<file path="src/rtl/msdap_pkg.sv">
// Shared constants for the MSDAP serial input stage.
// Holds the default word geometry and the receiver state encoding.
package msdap_pkg;

  localparam int DATA_W_DEF     = 16;
  localparam int ZERO_LIMIT_DEF = 800;

  localparam logic [0:0] ST_IDLE  = 1'b0;
  localparam logic [0:0] ST_SHIFT = 1'b1;

endpackage

</file>
<file path="src/rtl/sipo_shift_chan.sv">
// One serial channel: MSB-first shift register with a parallel load into the output word.
// All strobes come from the shared receiver FSM in sipo_stereo_rx.
module sipo_shift_chan
  import msdap_pkg::*;
#(
  parameter int DATA_W = DATA_W_DEF
) (
  input  logic              clk,
  input  logic              rst_n,
  input  logic              clr,
  input  logic              start,
  input  logic              shift_en,
  input  logic              load,
  input  logic              din,
  output logic [DATA_W-1:0] word,
  output logic              next_zero
);

  logic [DATA_W-1:0] shift_r;
  logic [DATA_W-1:0] next_word_s;

  // word completed by the bit currently on din
  always_comb begin
    next_word_s = {shift_r[DATA_W-2:0], din};
    next_zero   = (next_word_s == {DATA_W{1'b0}});
  end

  // shift register and delivered word
  always_ff @(posedge clk or negedge rst_n) begin
    if (!rst_n) begin
      shift_r <= {DATA_W{1'b0}};
      word    <= {DATA_W{1'b0}};
    end else begin
      if (clr) begin
        shift_r <= {DATA_W{1'b0}};
      end else if (start) begin
        shift_r <= {{(DATA_W-1){1'b0}}, din};
      end else if (shift_en || load) begin
        shift_r <= next_word_s;
      end else begin
        shift_r <= shift_r;
      end
      if (load) begin
        word <= next_word_s;
      end else begin
        word <= word;
      end
    end
  end

endmodule

</file>
<file path="src/rtl/sipo_stereo_rx.sv">
// Stereo serial-to-parallel receiver: frame-aligned deserialisation, valid/ack handshake,
// overrun and framing error pulses, and all-zero run (sleep) detection.
module sipo_stereo_rx
  import msdap_pkg::*;
#(
  parameter int DATA_W     = DATA_W_DEF,
  parameter int ZERO_LIMIT = ZERO_LIMIT_DEF
) (
  input  logic              Sclk,
  input  logic              clear_n,
  input  logic              s2p_enable,
  input  logic              Frame,
  input  logic              InputL,
  input  logic              InputR,
  output logic [DATA_W-1:0] data_L,
  output logic [DATA_W-1:0] data_R,
  output logic              data_valid,
  input  logic              data_ack,
  output logic              overrun,
  output logic              frame_err,
  output logic              sleep_flag
);

  localparam int CNT_W = $clog2(DATA_W);
  localparam int ZC_W  = $clog2(ZERO_LIMIT + 1);
  localparam logic [CNT_W-1:0] CNT_START = CNT_W'(DATA_W - 2);
  localparam logic [ZC_W-1:0]  ZC_MAX    = ZC_W'(ZERO_LIMIT);

  logic [0:0]       state_r, state_nxt_s;
  logic [CNT_W-1:0] bit_cnt_r, bit_cnt_nxt_s;
  logic [ZC_W-1:0]  zero_cnt_r, zero_cnt_nxt_s;
  logic             start_s, shift_s, load_s, clr_s, ferr_s;
  logic             zero_l_s, zero_r_s;

  sipo_shift_chan #(.DATA_W(DATA_W)) u_chan_l (
    .clk(Sclk), .rst_n(clear_n), .clr(clr_s), .start(start_s), .shift_en(shift_s),
    .load(load_s), .din(InputL), .word(data_L), .next_zero(zero_l_s)
  );

  sipo_shift_chan #(.DATA_W(DATA_W)) u_chan_r (
    .clk(Sclk), .rst_n(clear_n), .clr(clr_s), .start(start_s), .shift_en(shift_s),
    .load(load_s), .din(InputR), .word(data_R), .next_zero(zero_r_s)
  );

  // receiver FSM: a Frame always restarts the word, even mid-word or on the LSB edge
  always_comb begin
    state_nxt_s   = state_r;
    bit_cnt_nxt_s = bit_cnt_r;
    start_s       = 1'b0;
    shift_s       = 1'b0;
    load_s        = 1'b0;
    clr_s         = 1'b0;
    ferr_s        = 1'b0;
    if (!s2p_enable) begin
      state_nxt_s   = ST_IDLE;
      bit_cnt_nxt_s = {CNT_W{1'b0}};
      clr_s         = 1'b1;
    end else begin
      case (state_r)
        ST_IDLE: begin
          if (Frame) begin
            start_s       = 1'b1;
            bit_cnt_nxt_s = CNT_START;
            state_nxt_s   = ST_SHIFT;
          end else begin
            state_nxt_s = ST_IDLE;
          end
        end
        ST_SHIFT: begin
          if (Frame) begin
            ferr_s        = 1'b1;
            start_s       = 1'b1;
            bit_cnt_nxt_s = CNT_START;
          end else if (bit_cnt_r != {CNT_W{1'b0}}) begin
            shift_s       = 1'b1;
            bit_cnt_nxt_s = bit_cnt_r - {{(CNT_W-1){1'b0}}, 1'b1};
          end else begin
            load_s      = 1'b1;
            state_nxt_s = ST_IDLE;
          end
        end
        default: begin
          state_nxt_s   = ST_IDLE;
          bit_cnt_nxt_s = {CNT_W{1'b0}};
          clr_s         = 1'b1;
        end
      endcase
    end
  end

  // zero-run count as it will stand after a completed pair
  always_comb begin
    if (zero_l_s && zero_r_s) begin
      if (zero_cnt_r == ZC_MAX) begin
        zero_cnt_nxt_s = zero_cnt_r;
      end else begin
        zero_cnt_nxt_s = zero_cnt_r + {{(ZC_W-1){1'b0}}, 1'b1};
      end
    end else begin
      zero_cnt_nxt_s = {ZC_W{1'b0}};
    end
  end

  // state, handshake, status pulses and zero-run tracking
  always_ff @(posedge Sclk or negedge clear_n) begin
    if (!clear_n) begin
      state_r    <= ST_IDLE;
      bit_cnt_r  <= {CNT_W{1'b0}};
      zero_cnt_r <= {ZC_W{1'b0}};
      data_valid <= 1'b0;
      overrun    <= 1'b0;
      frame_err  <= 1'b0;
      sleep_flag <= 1'b0;
    end else begin
      state_r   <= state_nxt_s;
      bit_cnt_r <= bit_cnt_nxt_s;
      frame_err <= ferr_s;
      if (load_s) begin
        data_valid <= 1'b1;
        overrun    <= data_valid & ~data_ack;
        zero_cnt_r <= zero_cnt_nxt_s;
        sleep_flag <= (zero_cnt_nxt_s == ZC_MAX);
      end else begin
        data_valid <= data_valid & ~data_ack;
        overrun    <= 1'b0;
        zero_cnt_r <= zero_cnt_r;
        sleep_flag <= sleep_flag;
      end
    end
  end

endmodule

</file>
<file path="config.mk">
export PLATFORM = sky130hd
export DESIGN_NAME = sipo_stereo_rx
export DESIGN_NICKNAME = d
export VERILOG_FILES = /design/src/rtl/msdap_pkg.sv /design/src/rtl/sipo_shift_chan.sv /design/src/rtl/sipo_stereo_rx.sv
export SDC_FILE = /design/constraint.sdc
export NUM_CORES = 1
export LEC_CHECK = 0
export ABC_AREA = 1
export ABC_CLOCK_PERIOD_IN_PS = 1300
export CAP_MARGIN = 20
export CORE_UTILIZATION = 50
export CTS_CLUSTER_SIZE = 20
export DETAILED_ROUTE_END_ITERATION = 8
export GPL_TIMING_DRIVEN = 0
export MAX_ROUTING_LAYER = met4
export PLACE_DENSITY = 0.72
export SLEW_MARGIN = 5
export SYNTH_ARGS = -nofsm -noshare
export SYNTH_HDL_FRONTEND = slang
export SYNTH_SLANG_ARGS = --single-unit
</file>
<file path="constraint.sdc">
create_clock -name Sclk -period 1.3 [get_ports Sclk]
set_input_delay 0.26 -clock Sclk [delete_from_list [all_inputs] [get_ports Sclk]]
set_output_delay 0.26 -clock Sclk [all_outputs]
set_load 0.02 [all_outputs]
</file>
After elaboration in Yosys (flattened, before gate mapping)
Index checks and enable logic that the tools add are counted.

word-level totals
  input port bits = 7
  register bits = 81
  word-level logic and storage cells = 57
  memory bits (writable) = 0
  output and inout port bits = 36
  memories kept = 0
  bits in latches = 0
  ROM bits = 0

cells by class
  bitwise logic cells = 3
  add/subtract/negate cells = 2
  multipliers = 0
  multiplexer cells = 30
  $lt $le $gt $ge = 0
  shifts and indexed selects = 0
  equal/unequal tests = 5
  div/mod/pow operators = 0
  reductions and logical operators = 6

operator list
  cell                                                   number
  2-to-1 mux 15 bit                                      6
  logical NOT 16 bit                                     2
  equality test 10 bit, second input constant            2
  2-to-1 mux 10 bit                                      2
  2-to-1 mux 1 bit                                       16
  2-to-1 mux 4 bit                                       4
  adder 10 x 1 -> 10 bit, second input constant          1
  case mux 4 bit (2 select lines)                        1
  inequality test 4 x 3 -> 1 bit, second input constant  1
  nonzero test 4 bit                                     1
  subtractor 4 x 1 -> 4 bit, second input constant       1
  inequality test 3 x 1 -> 1 bit, second input constant  1
  inequality test 3 bit, second input constant           1
  inverter 1 bit                                         2
  case mux 1 bit (2 select lines)                        1
  AND reduction 2 bit                                    1
  AND 1 bit                                              1
  logical AND 1 bit                                      1
  logical OR 1 bit                                       1

Depth between registers and ports, before layout
Gate-level depths: netlist of the first run.

  depth after elaboration = 9
  gate-level depth with buffers = 12
  mapped depth without buffers = 12

By module
A second synthesis of the first run with hierarchy kept.

unflattened totals
  cell total of the unflattened synthesis = 426
  area, all modules = 3,792.4 um^2

modules (own cells, without submodules)
  module           seq. area each (um^2)  area each (um^2)  cells an instance  instances
  sipo_shift_chan  775.7                  1,301.2           136                2
  sipo_stereo_rx   475.5                  1,189.9           154                1

Worst setup path after synthesis of the first run
No wires, ideal clock.

  path kind = reg2reg
  from = register bit_cnt_r[0]
  to = register sleep_flag
  period minus slack after synthesis = 1,397 ps
  slack = -97 ps
  required time = 1,183 ps
  stages on the path, launching flop included = 10
  data arrival time = 1,279 ps
  path buffers = 2
  setup time = 117 ps
  cell sequence = dfrtp_1 inv_1 ha_1 nand3_1 nor2_4 inv_2 buf_6 buf_6 nand2_1 nand2_1

between the ends
  word-level cells in the longest chain between the ends = 5

RTL lines
  what                      line                   source
  start: declaration        sipo_stereo_rx.sv:30   logic [CNT_W-1:0] bit_cnt_r, bit_cnt_nxt_s;
  start signal: assignment  sipo_stereo_rx.sv:108  bit_cnt_r <= {CNT_W{1'b0}};
  start signal: assignment  sipo_stereo_rx.sv:116  bit_cnt_r <= bit_cnt_nxt_s;
  nonzero test 4 bit        sipo_stereo_rx.sv:74   end else if (bit_cnt_r != {CNT_W{1'b0}}) begin
  2-to-1 mux 1 bit          sipo_stereo_rx.sv:74
  2-to-1 mux 1 bit          sipo_stereo_rx.sv:70   if (Frame) begin
  2-to-1 mux 1 bit          sipo_stereo_rx.sv:59   case (state_r)
  2-to-1 mux 1 bit          sipo_stereo_rx.sv:54   if (!s2p_enable) begin
  end signal: assignment    sipo_stereo_rx.sv:122  sleep_flag <= (zero_cnt_nxt_s == ZC_MAX);
  end signal: assignment    sipo_stereo_rx.sv:127  sleep_flag <= sleep_flag;
  end: declaration          sipo_stereo_rx.sv:21   output logic sleep_flag

No other way between the ends.
A chain may end at the register's enable or synchronous reset.

Final worst setup path of the first run
  from = register zero_cnt_r[0]
  to = register sleep_flag

between the ends
  word-level cells in the longest chain between the ends = 4
  elaborated cells on any way between the ends = 5
  classes of those cells = add/sub: 1; eq/ne: 2; mux: 2

RTL lines
  what                                                                   line                                        source
  start: declaration                                                     sipo_stereo_rx.sv:31                        logic [ZC_W-1:0] zero_cnt_r, zero_cnt_nxt_s;
  start signal: assignment                                               sipo_stereo_rx.sv:109                       zero_cnt_r <= {ZC_W{1'b0}};
  start signal: assignment                                               sipo_stereo_rx.sv:121                       zero_cnt_r <= zero_cnt_nxt_s;
  start signal: assignment                                               sipo_stereo_rx.sv:126                       zero_cnt_r <= zero_cnt_r;
  adder 10 x 1 -> 10 bit / equality test 10 bit (equally long branches)  sipo_stereo_rx.sv:97, sipo_stereo_rx.sv:94
  2-to-1 mux 10 bit (*)                                                  sipo_stereo_rx.sv:94                        if (zero_cnt_r == ZC_MAX) begin
  2-to-1 mux 10 bit (*)                                                  sipo_stereo_rx.sv:93                        if (zero_l_s && zero_r_s) begin
  equality test 10 bit (*)                                               sipo_stereo_rx.sv:122

Mark *: on every way between the ends. The rest lies on a longest branch, timed or not.

==> out/qor.yml, run 1 <==
outcome:
  status: "finished, violations left"
  violations: "negative setup slack"
floorplan:
  core_sq_mm: 0.00676
  placement_rows: 30
  die_area_sq_mm: 0.00733
  initial_utilization: 0.518
  ioPinCount: 43
  die_h_microns: 85.6
  fp.dieW_microns: 85.6
logic_synthesis:
  avgSynthCellArea_sq_um: 9.06
  ys_ff_latch: 81
  netlist_instances: 386
  yosysSeqAreaShare: 0.580
  yosys-top-cells-area: "dfrtp_1 (58%), nand2_1 (9.2%), o22ai_1 (5.9%)"
  synth_fp_nets: 397
  synth.top_cell.area_share: 0.580
  ys_types: 25
  yosysWarnings: 0
  netlist_area_sq_mm: 0.00350
  synth.largest_area_cell: "dfrtp_1"
pwr:
  p_per_area_mw_per_mm2: 1210
  seqPwrFrac: 0.478
  swShare: 0.309
  peakVddDrop_mv: 0.827
  comb_power_share: 0.207
  internal_power_mw: 4.17
  pwr-share-clk: 0.315
  p_leak_nw: 2.35
  p_total_mw: 6.04
  power.switching_mw: 1.87
worst_setup_path:
  critPathArrivalTime_ps: 1940
  critPathCaptureType: "register"
  ff2ff_path_depth: 12
  crit_required_ps: 1580
  critical_path_class: "reg -> reg"
  rr_startpoint: "zero_cnt_r[0]$_DFFE_PN0P_"
  critPathMaxFanout: 3
  startpoint: "zero_cnt_r[0]$_DFFE_PN0P_"
  crit_path_start_kind: "register"
timing:
  period_minus_slack_ps: 1650
  worst_pin_slew_ps: 318
  timing.final.crit_share: 1.27
  finClkSkew_ps: 12.3
  hold_ws_ps: 280
  setup_viol: 47
  slew_headroom: 0.788
  rsz0062_at_grt: "yes"
  maxSlewViolCount: 0
  final.setup.tns_ps: -8060
  worst_slack_ps: -354
  finalHoldViolCount: 0
  fmax_ghz: 0.605
clock_network:
  cts-htree-levels: 3
  clk_path_buf_depth: 2
  clk_pin_slew_ps: 80
  cts_tree: "yes"
  root_buffer: "clkbuf_8"
  cts_buffers: 9
  clock_sinks: 81
  clock_latency_ps: 350
routing:
  drt-initial-drc-count: 212
  ant_nets: 0
  wl_per_cell_microns: 16.9
  via_per_inst: 5.57
  routed_wl_mm: 9.56
  vias: 3140
  drc: 0
  dr.pass1.iters: 4
placed_design:
  gp_congestion: 0.869
  hpwl_mm: 5.02
  port_buffers: 42
  placedCellCount: 509
layout:
  area_delta_synth_final_pct: 42.6
  n_antenna_cell: 0
  drive_above_1_share: 0.448
  layout_commonest_cell: "dfrtp_1"
  most-common-layout-cells: "dfrtp_1 (79), nand2_1 (51), inv_1 (43)"
  post-route-util: 0.738
  nets: 491
  stdcell_count: 564
grt:
  grt_max_degree: 66
  gr-usage-all-layers: 0.253
  grt-ovfl-total: 0
  grt_pass1_wl_mm: 13.7
  antenna_found_initial: 0
  grt_pass1_vias: 2842
flow_run:
  drv_cap: 0
min_path:
  whs_path_depth: 3
  worstHoldStart: "Frame"
  hold_class: "in -> reg"
sequential cells by signal, summed over array words and instances, names as in the netlist:
register,count
state_r,1
zero_cnt_r,10
u_chan_r.shift_r,15
frame_err,1
overrun,1
u_chan_l.shift_r,15
sleep_flag,1
bit_cnt_r,4
u_chan_l.word,16
data_valid,1
u_chan_r.word,16
power by group through the flow:
stage                     Clock, mW  Combinational [mW]  Sequential [mW]
after CTS                      1.90                1.08             2.85
after detailed placement          0               0.980             2.90
after floorplan                   0               0.372             3.05
final                          1.90                1.25             2.89
after global routing           2.01                1.35             2.91
after global placement            0               0.953             2.90
worst paths after layout:
| path | slack, ps | to |
|---|---|---|
| hold reg to reg | 480 | u_chan_l.word[8]$_DFFE_PN0P_ |
| max in group asynchronous | 410 | u_chan_l.word[0]$_DFFE_PN0P_ |
| min in group asynchronous | 310 | u_chan_l.word[10]$_DFFE_PN0P_ |
| hold / removal | 280 | frame_err$_DFF_PN0_ |
| setup / recovery | -350 | sleep_flag$_DFFE_PN0P_ |
| setup reg to reg | -350 | sleep_flag$_DFFE_PN0P_ |
cell families after synthesis:
kind of cell / Yosys count / share of synthesized area
DFF: 81 / 0.580
xor gates and xnor gates: 3 / 0.00751
adders and majority gates: 4 / 0.0143
AOI/OAI and AO/OA: 80 / 0.127
and+or+nand+nor: 149 / 0.189
buffers and inverters: 69 / 0.0823
final cells by class:
class	count	area [sq um]
sequential	81	2030
fill	461	1770
multi-input combinational	236	1570
timing repair buffer	85	713
timing repair inverter	1	8.76
clock buffer	10	138
buffer	13	163
inverter	53	204
tap	80	100
clock inverter	5	63.8
stage by stage:
step           cell area [sq um]  worst slack [ps]
3_3_place_gp                4050             -2850
3_5_place_dp                4070              -586
5_1_grt                     4990              -424
2_1_floorplan               3530             -50.9
4_1_cts                     4710              -214
6_report                    4990              -354
metal layers:
layer | track usage | wire [microns] | part of all wire
met5 | - | 0 | 0
met4 | 0.100 | 341 | 0.036
met3 | 0.0423 | 464 | 0.049
met2 | 0.406 | 4810 | 0.50
met1 | 0.323 | 3940 | 0.41
critical path, cell delays in order (launching register included):
cell and delay (ps):
dfrtp_2 410, buf_4 140, ha_4 140, nand2_4 70, nor2_4 150, inv_2 50, nand2_1 50, inv_1 50
o21ai_2 150, nand2_1 90, nor2_1 120, nand3_1 90, nand2_1 70
synthesized netlist by cell type (all sizes together):
cell type,count
a21oi,3
xor2,3
nand2,90
nand3,12
o22ai,33
ha,4
buf,6
nand3b,1
inv,53
o21ai,44
clkbuf,10
nor2,38
nor3,4
nand4,4
dfrtp,81
timing repair:
action / in CTS / in global routing
cloned: 6 / 1
resized for setup: 167 / 146
endpoints found under the hold margin: 16 / 0
buffers inserted: 22 / 17
hold buffers: 1 / 0
endpoints found under the setup margin: 114 / 108
pin swaps: 4 / 16
No activity file was read; power rests on OpenSTA's default activity.
==> inputs of run 2 (changes only) <==
- ABC_CLOCK_PERIOD_IN_PS: 1300 -> unset
- MAX_ROUTING_LAYER: met4 -> unset
==> run 2 against run 1 <==
The run still ends with negative setup slack left. Via count shrank 0.29%. Sequential share of layout area is 0.26 points lower. Combinational power barely moved. First-iteration DRC count increased by 5.2%. Clock power about the same. Global-route usage is 0.82 points lower. Register-to-register slack got worse by 50 ps. Worst hold slack better by 11 ps. Largest power group unchanged. Highest routed layer unchanged.
==> out/qor.yml, run 2 (synthesis results as in run 1) <==
grt:
  grt_pass1_wl_mm: 13.7  # -0.26%
  grt-ovfl-total: 0  # unchanged
  gr-usage-all-layers: 0.245  # -0.00821
  grt_max_degree: 66  # unchanged
  antenna_found_initial: 0  # unchanged
  grt_pass1_vias: 2848  # +0.21%
floorplan:
  placement_rows: 30  # unchanged
  core_sq_mm: 0.00676  # unchanged
  die_h_microns: 85.6  # unchanged
  fp.dieW_microns: 85.6  # unchanged
  ioPinCount: 43  # unchanged
  die_area_sq_mm: 0.00733  # unchanged
  initial_utilization: 0.518  # unchanged
pwr:
  peakVddDrop_mv: 0.867  # +4.9%
  comb_power_share: 0.207  # about the same
  p_total_mw: 6.07  # +0.56%
  internal_power_mw: 4.18  # +0.25%
  seqPwrFrac: 0.476  # -0.002
  swShare: 0.311  # +0.00211
  pwr-share-clk: 0.316  # about the same
  p_per_area_mw_per_mm2: 1210  # about the same
  power.switching_mw: 1.89  # +1.2%
  p_leak_nw: 2.36  # +0.32%
min_path:
  worstHoldStart: "s2p_enable"
  hold_class: "in -> reg"
clock_network:
  clock_sinks: 81  # unchanged
  clk_path_buf_depth: 2  # unchanged
  cts_tree: "yes"
  cts_buffers: 9  # unchanged
  cts-htree-levels: 3  # unchanged
  clock_latency_ps: 350  # about the same
  clk_pin_slew_ps: 90  # about the same
  root_buffer: "clkbuf_8"
layout:
  layout_commonest_cell: "dfrtp_1"
  area_delta_synth_final_pct: 43.5
  n_fill_cell: 439  # -4.8%
  nets: 492  # +0.20%
  post-route-util: 0.743  # +0.00482
  final_area_sq_mm: 0.00502  # +0.65%
  n_antenna_cell: 0  # unchanged
  most-common-layout-cells: "dfrtp_1 (79), nand2_1 (51), inv_1 (43)"
  reg.largest.list: "u_chan_l.word x16, u_chan_r.word x16"
  drive_above_1_share: 0.449  # +0.00114
timing:
  slew_headroom: 0.785  # -0.00315
  worst_slack_ps: -400  # -45.8 ps
  period_minus_slack_ps: 1700  # +45.8 ps
  finalHoldViolCount: 0  # unchanged
  worst_pin_slew_ps: 322  # +4.73 ps
  maxSlewViolCount: 0  # unchanged
  rsz0062_at_grt: "yes"
  setup_viol: 48  # +2.1%
  finClkSkew_ps: 14.2  # +1.88 ps
  timing.final.crit_share: 1.31  # +0.0352
  fmax_ghz: 0.588  # -2.7%
routing:
  routed_wl_mm: 9.84  # +3.0%
  drt-initial-drc-count: 223  # +5.2%
  vias: 3131  # -0.29%
  ant_nets: 0  # unchanged
  dr.pass1.iters: 4  # unchanged
  via_per_inst: 5.54  # -0.46%
  wl_per_cell_microns: 17.4  # +2.8%
  drc: 0  # unchanged
worst_setup_path:
  critical_path_class: "reg -> reg"
  rr_startpoint: "zero_cnt_r[0]$_DFFE_PN0P_"
  critPathArrivalTime_ps: 1980  # +40 ps
  startpoint: "zero_cnt_r[0]$_DFFE_PN0P_"
  critPathCaptureType: "register"
  critPathMaxFanout: 3  # unchanged
  crit_path_start_kind: "register"
  crit_required_ps: 1580  # about the same
placed_design:
  port_buffers: 42  # unchanged
  gp_congestion: 0.855  # -1.6%
  hpwl_mm: 5.02  # unchanged
  place_area_sq_mm: 0.00407  # unchanged
  place_ws_ps: -586  # unchanged
outcome:
  status: "finished, violations left"
  violations: "negative setup slack"
flow_run:
  drv_cap: 0  # unchanged
run 2: cell count changes in the layout (fill, tap and decap cells not counted):
cell and change:
buf_6 +1, nand2_4 +3, nor3_2 +1, nor3_4 -1
buf_4 -1, buf_12 -1, clkbuf_16 +1, nand2_2 -3
buf_8 +1
run 2: repair_timing:
action / 4_1_cts / 5_1_grt
hold endpoints to repair: 16 / 0
hold buffers: 1 / 0
endpoints found under the setup margin: 114 / 108
gates resized for setup: 167 / 148
gates cloned: 6 / 2
buffers inserted: 22 / 17
pin swaps: 4 / 19
run 2: layout make-up:
| type | instances | area (sq um) | share of cell area |
|---|---|---|---|
| Sequential cell | 81 | 2030 | 0.404 |
| Timing Repair inverter | 1 | 8.76 | 0.00174 |
| Timing Repair Buffer | 86 | 742 | 0.148 |
| Inverter | 53 | 204 | 0.0406 |
| Buffer | 13 | 158 | 0.0314 |
| Multi-Input combinational cell | 236 | 1580 | 0.314 |
| Tap cell | 80 | 100 | 0.0199 |
| Clock inverter | 5 | 63.8 | 0.0127 |
| Clock buffer | 10 | 138 | 0.0274 |
run 2: power groups by stage:
stage                     sequential [mW]  clock [mW]  combinational, mW
final                                2.89        1.92               1.26
after global routing                 2.91        2.03               1.36
after CTS                            2.85        1.90               1.08
after detailed placement             2.90           0              0.980
after global placement               2.90           0              0.953
after floorplan                      3.05           0              0.372
run 2: worst paths after layout:
| check | cells after the start | to | slack (ps) |
|---|---|---|---|
| max in group asynchronous | 3 | u_chan_l.word[0]$_DFFE_PN0P_ | 400 |
| setup / recovery | 10 | sleep_flag$_DFFE_PN0P_ | -400 |
| setup reg to reg | 10 | sleep_flag$_DFFE_PN0P_ | -400 |
| min in group asynchronous | 2 | u_chan_l.word[10]$_DFFE_PN0P_ | 310 |
| hold / removal | 3 | frame_err$_DFF_PN0_ | 290 |
| hold reg to reg | 2 | u_chan_l.word[8]$_DFFE_PN0P_ | 480 |
run 2: layer usage:
layer | up-vias | wire length [microns] | track usage
li1 | 1443 | - | -
met3 | 28 | 535 | 0.0423
met2 | 124 | 5000 | 0.407
met1 | 1536 | 4030 | 0.321
met5 | - | 0 | 0
met4 | 0 | 273 | 0.100
run 2: through the flow:
step,hold slack [ps],instances,TNS [ps]
after floorplan,-35.6,386,-50.9
after global placement,456,508,-265910
after detailed placement,145,509,-37530
after CTS,313,553,-5120
after global routing,298,565,-12820
final,291,565,-8490
run 2: critical path: stages, from the launching register on:
cell     delay (ps)
dfrtp_2         410
buf_4           140
ha_4            140
nand2_4          70
nor2_4          160
nand4_1         150
nand2_2         150
nand4_1         100
nor2_1          140
nand3_1          90
nand2_1          70
